[config.mk]
export PLATFORM = sky130hd
export DESIGN_NAME = wordle_score_ctrl
export DESIGN_NICKNAME = d
export VERILOG_FILES = /design/src/rtl/wordle_pkg.sv /design/src/rtl/wordle_color_store.sv /design/src/rtl/wordle_score_ctrl.sv
export SDC_FILE = /design/constraint.sdc
export NUM_CORES = 1
export LEC_CHECK = 0
export BUFFER_PORTS_ARGS = -buffer_cell sky130_fd_sc_hd__buf_2
export CAP_MARGIN = 20
export CORE_MARGIN = 1.5
export CORE_UTILIZATION = 50
export CTS_BUF_LIST = sky130_fd_sc_hd__clkbuf_2
export CTS_CLUSTER_SIZE = 12
export DETAILED_ROUTE_END_ITERATION = 8
export PLACE_DENSITY = 0.67
export SYNTH_ARGS = -nofsm -noshare
export SYNTH_HDL_FRONTEND = slang
export SYNTH_HIERARCHICAL = 1
export SYNTH_SLANG_ARGS = --single-unit
[constraint.sdc]
create_clock -name Clk -period 9.25 [get_ports Clk]
set_input_delay 0.4625 -clock Clk [delete_from_list [all_inputs] [get_ports Clk]]
set_output_delay 0.4625 -clock Clk [all_outputs]
set_load 0.05 [all_outputs]
[src/rtl/wordle_pkg.sv]
// wordle_pkg
// Shared definitions for the Wordle scoring slice:
//   - color codes stored per cell (empty / gray / yellow / green)
//   - scoring FSM state encoding
//   - default geometry (rows, letters per word, bits per letter)
//   - helpers to slice a packed word (letter0 in the top byte) and to
//     test whether a byte is an upper-case ASCII letter
package wordle_pkg;

  localparam int DEFAULT_NUM_ROWS = 6;
  localparam int DEFAULT_NUM_COLS = 5;
  localparam int DEFAULT_LETTER_W = 8;
  localparam int WORD_W           = DEFAULT_NUM_COLS * DEFAULT_LETTER_W;

  localparam logic [1:0] COLOR_EMPTY  = 2'b00;
  localparam logic [1:0] COLOR_GRAY   = 2'b01;
  localparam logic [1:0] COLOR_YELLOW = 2'b10;
  localparam logic [1:0] COLOR_GREEN  = 2'b11;

  localparam logic [DEFAULT_LETTER_W-1:0] LETTER_A = 8'h41;
  localparam logic [DEFAULT_LETTER_W-1:0] LETTER_Z = 8'h5A;

  typedef enum logic [1:0] {
    ST_IDLE   = 2'd0,
    ST_GREEN  = 2'd1,
    ST_YELLOW = 2'd2,
    ST_WRITE  = 2'd3
  } score_state_t;

  // Letter idx of a packed word; letter 0 occupies the most significant byte.
  function automatic logic [DEFAULT_LETTER_W-1:0] letter_at(
    input logic [WORD_W-1:0] word,
    input logic [2:0]        idx
  );
    int lsb;
    lsb = (DEFAULT_NUM_COLS - 1 - int'(idx)) * DEFAULT_LETTER_W;
    return word[lsb +: DEFAULT_LETTER_W];
  endfunction

  function automatic logic is_upper_letter(input logic [DEFAULT_LETTER_W-1:0] ch);
    return (ch >= LETTER_A) && (ch <= LETTER_Z);
  endfunction

endpackage

[src/rtl/wordle_color_store.sv]
// wordle_color_store
// NUM_ROWS x NUM_COLS grid of 2-bit color cells.
// Ports:
//   Clk        system clock, all state on posedge
//   reset      synchronous active-high reset, clears every cell
//   clear_all  synchronous clear of every cell
//   wr_en      write one full row this cycle
//   wr_row     destination row of the write
//   wr_data    packed row colors, column 0 in the top two bits
//   rd_row     read row (VGA side)
//   rd_col     read column (VGA side)
//   rd_color   registered cell color, 1-cycle latency, 00 when out of range
// A read of the row being written in the same cycle returns the old value.
module wordle_color_store
  import wordle_pkg::*;
#(
  parameter int NUM_ROWS = DEFAULT_NUM_ROWS,
  parameter int NUM_COLS = DEFAULT_NUM_COLS
) (
  input  logic                  Clk,
  input  logic                  reset,
  input  logic                  clear_all,
  input  logic                  wr_en,
  input  logic [2:0]            wr_row,
  input  logic [2*NUM_COLS-1:0] wr_data,
  input  logic [2:0]            rd_row,
  input  logic [2:0]            rd_col,
  output logic [1:0]            rd_color
);

  localparam logic [2:0] ROW_LIMIT = 3'(NUM_ROWS);
  localparam logic [2:0] COL_LIMIT = 3'(NUM_COLS);

  logic [1:0] cells [NUM_ROWS][NUM_COLS];

  // Cell array: cleared by reset or clear_all, otherwise a whole-row write.
  always_ff @(posedge Clk) begin
    if (reset || clear_all) begin
      for (int r = 0; r < NUM_ROWS; r++) begin
        for (int c = 0; c < NUM_COLS; c++) begin
          cells[r][c] <= COLOR_EMPTY;
        end
      end
    end else if (wr_en && (wr_row < ROW_LIMIT)) begin
      for (int c = 0; c < NUM_COLS; c++) begin
        cells[wr_row][c] <= wr_data[2*(NUM_COLS-1-c) +: 2];
      end
    end
  end

  // Registered read port; out-of-range coordinates read as empty.
  always_ff @(posedge Clk) begin
    if (reset) begin
      rd_color <= COLOR_EMPTY;
    end else if ((rd_row < ROW_LIMIT) && (rd_col < COL_LIMIT)) begin
      rd_color <= cells[rd_row][rd_col];
    end else begin
      rd_color <= COLOR_EMPTY;
    end
  end

endmodule

[src/rtl/wordle_score_ctrl.sv]
// wordle_score_ctrl
// Multi-cycle scorer for one guess against the secret word. A green pass
// (5 cycles) marks exact matches and consumes those answer letters; a yellow
// pass (25 cycles, every guess/answer pair) marks misplaced letters, each
// consuming one unused answer letter so duplicates score correctly. The row
// is then written into the color store. Latency is fixed at 31 cycles.
// Ports:
//   Clk        system clock
//   reset      synchronous active-high reset
//   start      score request, honoured only in IDLE with row_idx < NUM_ROWS
//   guess      guess word, letter0 in [39:32] .. letter4 in [7:0]
//   answer     secret word, same packing
//   row_idx    destination row
//   clear_all  clears the store and aborts scoring (no done pulse)
//   busy       high while scoring
//   done       one-cycle pulse when the row is written (or rejected)
//   win        with done: all five cells green
//   err        with done: guess rejected, nothing written
//   rd_row     VGA read row
//   rd_col     VGA read column
//   rd_color   VGA read data, 1-cycle latency
// Optional feature macro: WORDLE_SCORE_VALIDATE_EN
//   defined   - a guess with any letter outside 'A'..'Z' is rejected at start:
//               done+err pulse on the next cycle, no write, busy stays low
//   undefined - no check, err tied low
module wordle_score_ctrl
  import wordle_pkg::*;
#(
  parameter int NUM_ROWS = DEFAULT_NUM_ROWS,
  parameter int NUM_COLS = DEFAULT_NUM_COLS,
  parameter int LETTER_W = DEFAULT_LETTER_W
) (
  input  logic                         Clk,
  input  logic                         reset,
  input  logic                         start,
  input  logic [NUM_COLS*LETTER_W-1:0] guess,
  input  logic [NUM_COLS*LETTER_W-1:0] answer,
  input  logic [2:0]                   row_idx,
  input  logic                         clear_all,
  output logic                         busy,
  output logic                         done,
  output logic                         win,
  output logic                         err,
  input  logic [2:0]                   rd_row,
  input  logic [2:0]                   rd_col,
  output logic [1:0]                   rd_color
);

  localparam logic [2:0] ROW_LIMIT = 3'(NUM_ROWS);
  localparam logic [2:0] LAST_IDX  = 3'(NUM_COLS - 1);

  score_state_t            state;
  logic [WORD_W-1:0]       guess_q;
  logic [WORD_W-1:0]       answer_q;
  logic [2:0]              row_q;
  logic [2:0]              i_idx;
  logic [2:0]              j_idx;
  logic [1:0]              col [NUM_COLS];
  logic [NUM_COLS-1:0]     used_ans;
  logic                    all_green;
  logic [2*NUM_COLS-1:0]   row_colors;
  logic                    wr_en;
  logic                    row_ok;
  logic                    letters_eq;

  assign row_ok     = row_idx < ROW_LIMIT;
  assign wr_en      = (state == ST_WRITE) && !clear_all;
  // Green pass compares position i with itself; yellow pass compares i with j.
  assign letters_eq = (letter_at(guess_q, i_idx) ==
                       letter_at(answer_q, (state == ST_GREEN) ? i_idx : j_idx));

  // Pack the working colors for the store and detect a winning row.
  always_comb begin
    all_green  = 1'b1;
    row_colors = '0;
    for (int c = 0; c < NUM_COLS; c++) begin
      all_green = all_green && (col[c] == COLOR_GREEN);
      row_colors[2*(NUM_COLS-1-c) +: 2] = col[c];
    end
  end

`ifdef WORDLE_SCORE_VALIDATE_EN
  logic bad_guess;

  // A guess is rejected if any letter is not upper-case ASCII.
  always_comb begin
    bad_guess = 1'b0;
    for (int c = 0; c < NUM_COLS; c++) begin
      if (!is_upper_letter(letter_at(guess, 3'(c)))) begin
        bad_guess = 1'b1;
      end
    end
  end
`else
  assign err = 1'b0;
`endif

  // Scoring sequencer: IDLE -> GREEN (5) -> YELLOW (25) -> WRITE (1) -> IDLE.
  // clear_all aborts from any state without a done pulse.
  always_ff @(posedge Clk) begin
    if (reset) begin
      state    <= ST_IDLE;
      busy     <= 1'b0;
      done     <= 1'b0;
      win      <= 1'b0;
`ifdef WORDLE_SCORE_VALIDATE_EN
      err      <= 1'b0;
`endif
      guess_q  <= '0;
      answer_q <= '0;
      row_q    <= '0;
      i_idx    <= '0;
      j_idx    <= '0;
      used_ans <= '0;
      for (int c = 0; c < NUM_COLS; c++) begin
        col[c] <= COLOR_EMPTY;
      end
    end else if (clear_all) begin
      state <= ST_IDLE;
      busy  <= 1'b0;
      done  <= 1'b0;
      win   <= 1'b0;
`ifdef WORDLE_SCORE_VALIDATE_EN
      err   <= 1'b0;
`endif
    end else begin
      done <= 1'b0;
      win  <= 1'b0;
`ifdef WORDLE_SCORE_VALIDATE_EN
      err  <= 1'b0;
`endif
      case (state)
        ST_IDLE: begin
          if (start && row_ok) begin
`ifdef WORDLE_SCORE_VALIDATE_EN
            if (bad_guess) begin
              done <= 1'b1;
              err  <= 1'b1;
            end else begin
`endif
              guess_q  <= guess;
              answer_q <= answer;
              row_q    <= row_idx;
              used_ans <= '0;
              i_idx    <= '0;
              j_idx    <= '0;
              for (int c = 0; c < NUM_COLS; c++) begin
                col[c] <= COLOR_GRAY;
              end
              busy  <= 1'b1;
              state <= ST_GREEN;
`ifdef WORDLE_SCORE_VALIDATE_EN
            end
`endif
          end
        end

        ST_GREEN: begin
          if (letters_eq) begin
            col[i_idx]      <= COLOR_GREEN;
            used_ans[i_idx] <= 1'b1;
          end
          if (i_idx == LAST_IDX) begin
            i_idx <= '0;
            j_idx <= '0;
            state <= ST_YELLOW;
          end else begin
            i_idx <= i_idx + 3'd1;
          end
        end

        ST_YELLOW: begin
          // Only still-gray cells may turn yellow, and each answer letter
          // can justify at most one yellow.
          if ((col[i_idx] == COLOR_GRAY) && !used_ans[j_idx] && letters_eq) begin
            col[i_idx]      <= COLOR_YELLOW;
            used_ans[j_idx] <= 1'b1;
          end
          if (j_idx == LAST_IDX) begin
            j_idx <= '0;
            if (i_idx == LAST_IDX) begin
              i_idx <= '0;
              state <= ST_WRITE;
            end else begin
              i_idx <= i_idx + 3'd1;
            end
          end else begin
            j_idx <= j_idx + 3'd1;
          end
        end

        ST_WRITE: begin
          done  <= 1'b1;
          win   <= all_green;
          busy  <= 1'b0;
          state <= ST_IDLE;
        end

        default: state <= ST_IDLE;
      endcase
    end
  end

  wordle_color_store #(
    .NUM_ROWS (NUM_ROWS),
    .NUM_COLS (NUM_COLS)
  ) u_store (
    .Clk       (Clk),
    .reset     (reset),
    .clear_all (clear_all),
    .wr_en     (wr_en),
    .wr_row    (row_q),
    .wr_data   (row_colors),
    .rd_row    (rd_row),
    .rd_col    (rd_col),
    .rd_color  (rd_color)
  );

endmodule

==> results.sh <==
export IMPL_die_height_um=136
export IMPL_antenna_violating_nets_post_route=0
export IMPL_final_gp_congestion=0.864
export IMPL_critical_path_endpoint_type="register"
export IMPL_grt_start_max_net_pins=84
export IMPL_cp_arrival_ns=5.29
export IMPL_detailedRoute_firstPassIterationCount=5
export IMPL_top_achievable_clock_speed_mhz=212
export IMPL_min_period_over_period_pct=50.9
export IMPL_final_report_max_slew_violation_count=0
export IMPL_routed_wire_length_per_instance_um=18.7
export IMPL_vdd_ir_drop_worst_v=0.0000833
export IMPL_netlist_top_cell_by_area="sky130_fd_sc_hd__edfxtp_1"
export IMPL_worst_pin_slew_ns=0.915
export IMPL_final_period_minus_worst_setup_slack_ns=4.71
export IMPL_tritoncts="done"
export IMPL_insertion_delay_to_the_later_sink_of_the_worst_skew_pair_ns=0.80
export IMPL_grt_overall_usage_pct=24.4
export IMPL_clock_tree_root_cell="sky130_fd_sc_hd__clkbuf_2"
export IMPL_drt_first_iter_violations=414
export IMPL_placedInstanceArea_um2=9520
export IMPL_power_density_nw_per_um2=151
export IMPL_detail_route_vias_per_cell=5.80
export IMPL_setup_reg_to_reg_worst_slack_ns=4.54
export IMPL_synthCells=744
export IMPL_register_bit_count_reported_by_yosys=194
export IMPL_synth_seq_area_share_pct=53.5
export IMPL_nNetsFinal=1028
export IMPL_synth_most_common_cell="sky130_fd_sc_hd__dfxtp_1"
export IMPL_postSynth_topFlopCell="sky130_fd_sc_hd__dfxtp_1"
export IMPL_place_port_buffers=97
export IMPL_die_area_um2=18500
export IMPL_final_hold_violation_count=0
export IMPL_tns_ns=0
export IMPL_tritoncts_num_buffers=17
export IMPL_postSynth_asyncResetShare_pct=0
export IMPL_dp_hpwl_um=14700
export IMPL_setup_repair_after_global_routing_missed_its_margin="false"
export IMPL_placeableCoreArea_um2=17300
export IMPL_post_cts_resize_count=0
export IMPL_yosys_warnings=6
export IMPL_syn_mean_instance_area_um2=11.9
export IMPL_vias=6748
export IMPL_synth_enable_flop_cells=85
export IMPL_post_synth_most_frequent_cells="sky130_fd_sc_hd__dfxtp_1 (109), sky130_fd_sc_hd__a22o_1 (86), sky130_fd_sc_hd__edfxtp_1 (85)"
export IMPL_final_area_um2=10600
export IMPL_design_power_total_w=0.00161
export IMPL_netlist_top_cells_area="sky130_fd_sc_hd__edfxtp_1 (29%), sky130_fd_sc_hd__dfxtp_1 (25%), sky130_fd_sc_hd__a22o_1 (8.5%)"
export IMPL_floorplan_initialDensity_pct=51.1
export IMPL_grt_antenna_before_repair=1
export IMPL_postLayoutSetupSlackWorst_ns=4.54
export IMPL_top_ports=99
export IMPL_postRouteWirelength_um=21800
export IMPL_utilization_pct=61.5
export IMPL_largest_fanout_of_any_net_on_the_critical_path=20
export IMPL_slew_headroom_pct=39.0
export IMPL_post_route_cells_drive_above_1_share_pct=19.2
export IMPL_max_cap_violations=0
export IMPL_ys_types=72
export IMPL_post_synth_top_area_fraction_pct=28.9
export IMPL_status="finished, final reports clean"
export IMPL_tritoncts_num_sinks=194
export IMPL_setup_worst_path_start_class="register"
export IMPL_htreeDepth=4
export IMPL_hold_class="in2reg"
export IMPL_setup_worst_path_class="reg2reg"
export IMPL_drcViolationCount=0
export IMPL_grt_first_pass_wirelength_um=34600
export IMPL_area_of_the_mapped_netlist_um2=8850
export IMPL_critical_path_required_ns=9.83
export IMPL_die_width_um=136
export IMPL_clkTransAtPathRegs_ns=0.28
export IMPL_fp_row_count=48
export IMPL_area_growth_syn_to_layout_pct=20.2
export IMPL_setup_viol=0
export IMPL_max_clock_path_buffers=2
export IMPL_place_ws_ns=4.53
export IMPL_grt_overflow_total=0
export IMPL_vias_in_the_first_global_route=6691
export IMPL_cellLeakagePower_nw=4.30
export IMPL_fin_worst_skew_ns=0.0347
-- worst max-delay path, cell delays in order, from the launching register on --
cell	delay, ns
sky130_fd_sc_hd__dfxtp_1	0.96
sky130_fd_sc_hd__mux2_4	0.38
sky130_fd_sc_hd__inv_2	0.10
sky130_fd_sc_hd__ha_1	0.82
sky130_fd_sc_hd__mux2i_1	0.22
sky130_fd_sc_hd__mux2_1	0.32
sky130_fd_sc_hd__o22ai_1	0.17
sky130_fd_sc_hd__or4_1	0.14
sky130_fd_sc_hd__nand4b_1	0.21
sky130_fd_sc_hd__nor4_4	0.64
sky130_fd_sc_hd__nand4_1	0.30
sky130_fd_sc_hd__a2bb2oi_1	0.23
-- flip-flops by register name (all words and copies together), names as in the netlist, named ones only --
register / flops
u_store/cells: 80
answer_q: 40
guess_q: 40
col: 10
used_ans: 5
i_idx: 3
j_idx: 3
row_q: 3
state: 2
u_store/rd_color: 2
busy: 1
done: 1
win: 1
-- kinds of logic after synthesis --
family,after synthesis,share of synthesized area (%)
muxes,66,10.7
adders and majority gates,12,1.70
other,2,0.0849
DFF,194,53.5
and+or+nand+nor,232,14.8
buffers and inverters,67,3.31
AOI/OAI and AO/OA,168,15.5
xor gates and xnor gates,3,0.382
-- repair_timing --
action | CTS | global route
endpoints found under the hold margin | 87 | 0
hold buffers | 85 | 0
buffers inserted | 0 | 0
-- cells in the final DEF, fill, tap and decap left out, types with 4 or more instances in the layout --
cell type                         n
sky130_fd_sc_hd__dfxtp_1        109
sky130_fd_sc_hd__buf_2           97
sky130_fd_sc_hd__a22o_1          86
sky130_fd_sc_hd__edfxtp_1        85
sky130_fd_sc_hd__dlygate4sd3_1   85
sky130_fd_sc_hd__and2_1          60
sky130_fd_sc_hd__nand2_1         38
sky130_fd_sc_hd__nor2_1          36
sky130_fd_sc_hd__mux2i_1         34
sky130_fd_sc_hd__conb_1          21
sky130_fd_sc_hd__nand3_1         20
sky130_fd_sc_hd__mux4_2          19
sky130_fd_sc_hd__inv_1           17
sky130_fd_sc_hd__clkbuf_2        17
sky130_fd_sc_hd__nor3_1          14
sky130_fd_sc_hd__nand4_1         13
sky130_fd_sc_hd__ha_1            12
sky130_fd_sc_hd__o21ai_0         11
sky130_fd_sc_hd__a21oi_1         11
sky130_fd_sc_hd__nand2b_1        10
sky130_fd_sc_hd__a22oi_1          9
sky130_fd_sc_hd__mux2_2           7
sky130_fd_sc_hd__o22ai_1          7
sky130_fd_sc_hd__nor3b_1          6
sky130_fd_sc_hd__nand3b_1         6
sky130_fd_sc_hd__a2bb2oi_1        6
sky130_fd_sc_hd__a31oi_1          6
sky130_fd_sc_hd__buf_4            6
sky130_fd_sc_hd__nor2b_1          5
sky130_fd_sc_hd__inv_8            5
sky130_fd_sc_hd__o211a_1          4
sky130_fd_sc_hd__clkinv_4         4
-- final cells by class --
cell class | count | area (µm²)
inverter | 20 | 75.1
clock buffer | 17 | 85.1
clock inverter | 15 | 166
multi-input combinational | 502 | 3900
fill | 1380 | 6670
tap | 225 | 282
sequential | 194 | 4730
timing repair buffer | 188 | 1380
antenna | 2 | 5.00
-- report_power, final --
part           leakage, nW  switching (W)  internal [W]
logic                 2.34       0.000118      0.000106
clock network        0.149       0.000317      0.000113
registers             1.81      0.0000236      0.000932
total                 4.30       0.000459       0.00115
-- metrics by stage --
stage / std cells / hold WS (ns)
after detailed placement: 1043 / 0.450
after global placement: 1043 / 0.450
after CTS: 1160 / 0.0566
final: 1163 / 0.109
after global routing: 1163 / 0.0626
after floorplan: 763 / 0.431
-- metal layers --
layer  up-vias  global-route usage [%]  part of all wire, %
met5         -                       0                    0
met4         0                    8.10                  1.8
met3        33                    4.06                  4.2
met2       216                    45.1                   53
met1      3332                    28.6                   41
li1       3167                       -                    -
-- final timing paths --
path,end,startpoint,cells past startpoint
worst min register to register,used_ans[0],used_ans[0],2
worst min-delay path,state[1],reset,2
worst max register to register,col[4][0],i_idx[0],11
worst max-delay path,col[4][0],i_idx[0],11
(Power assumes the default switching activity.)
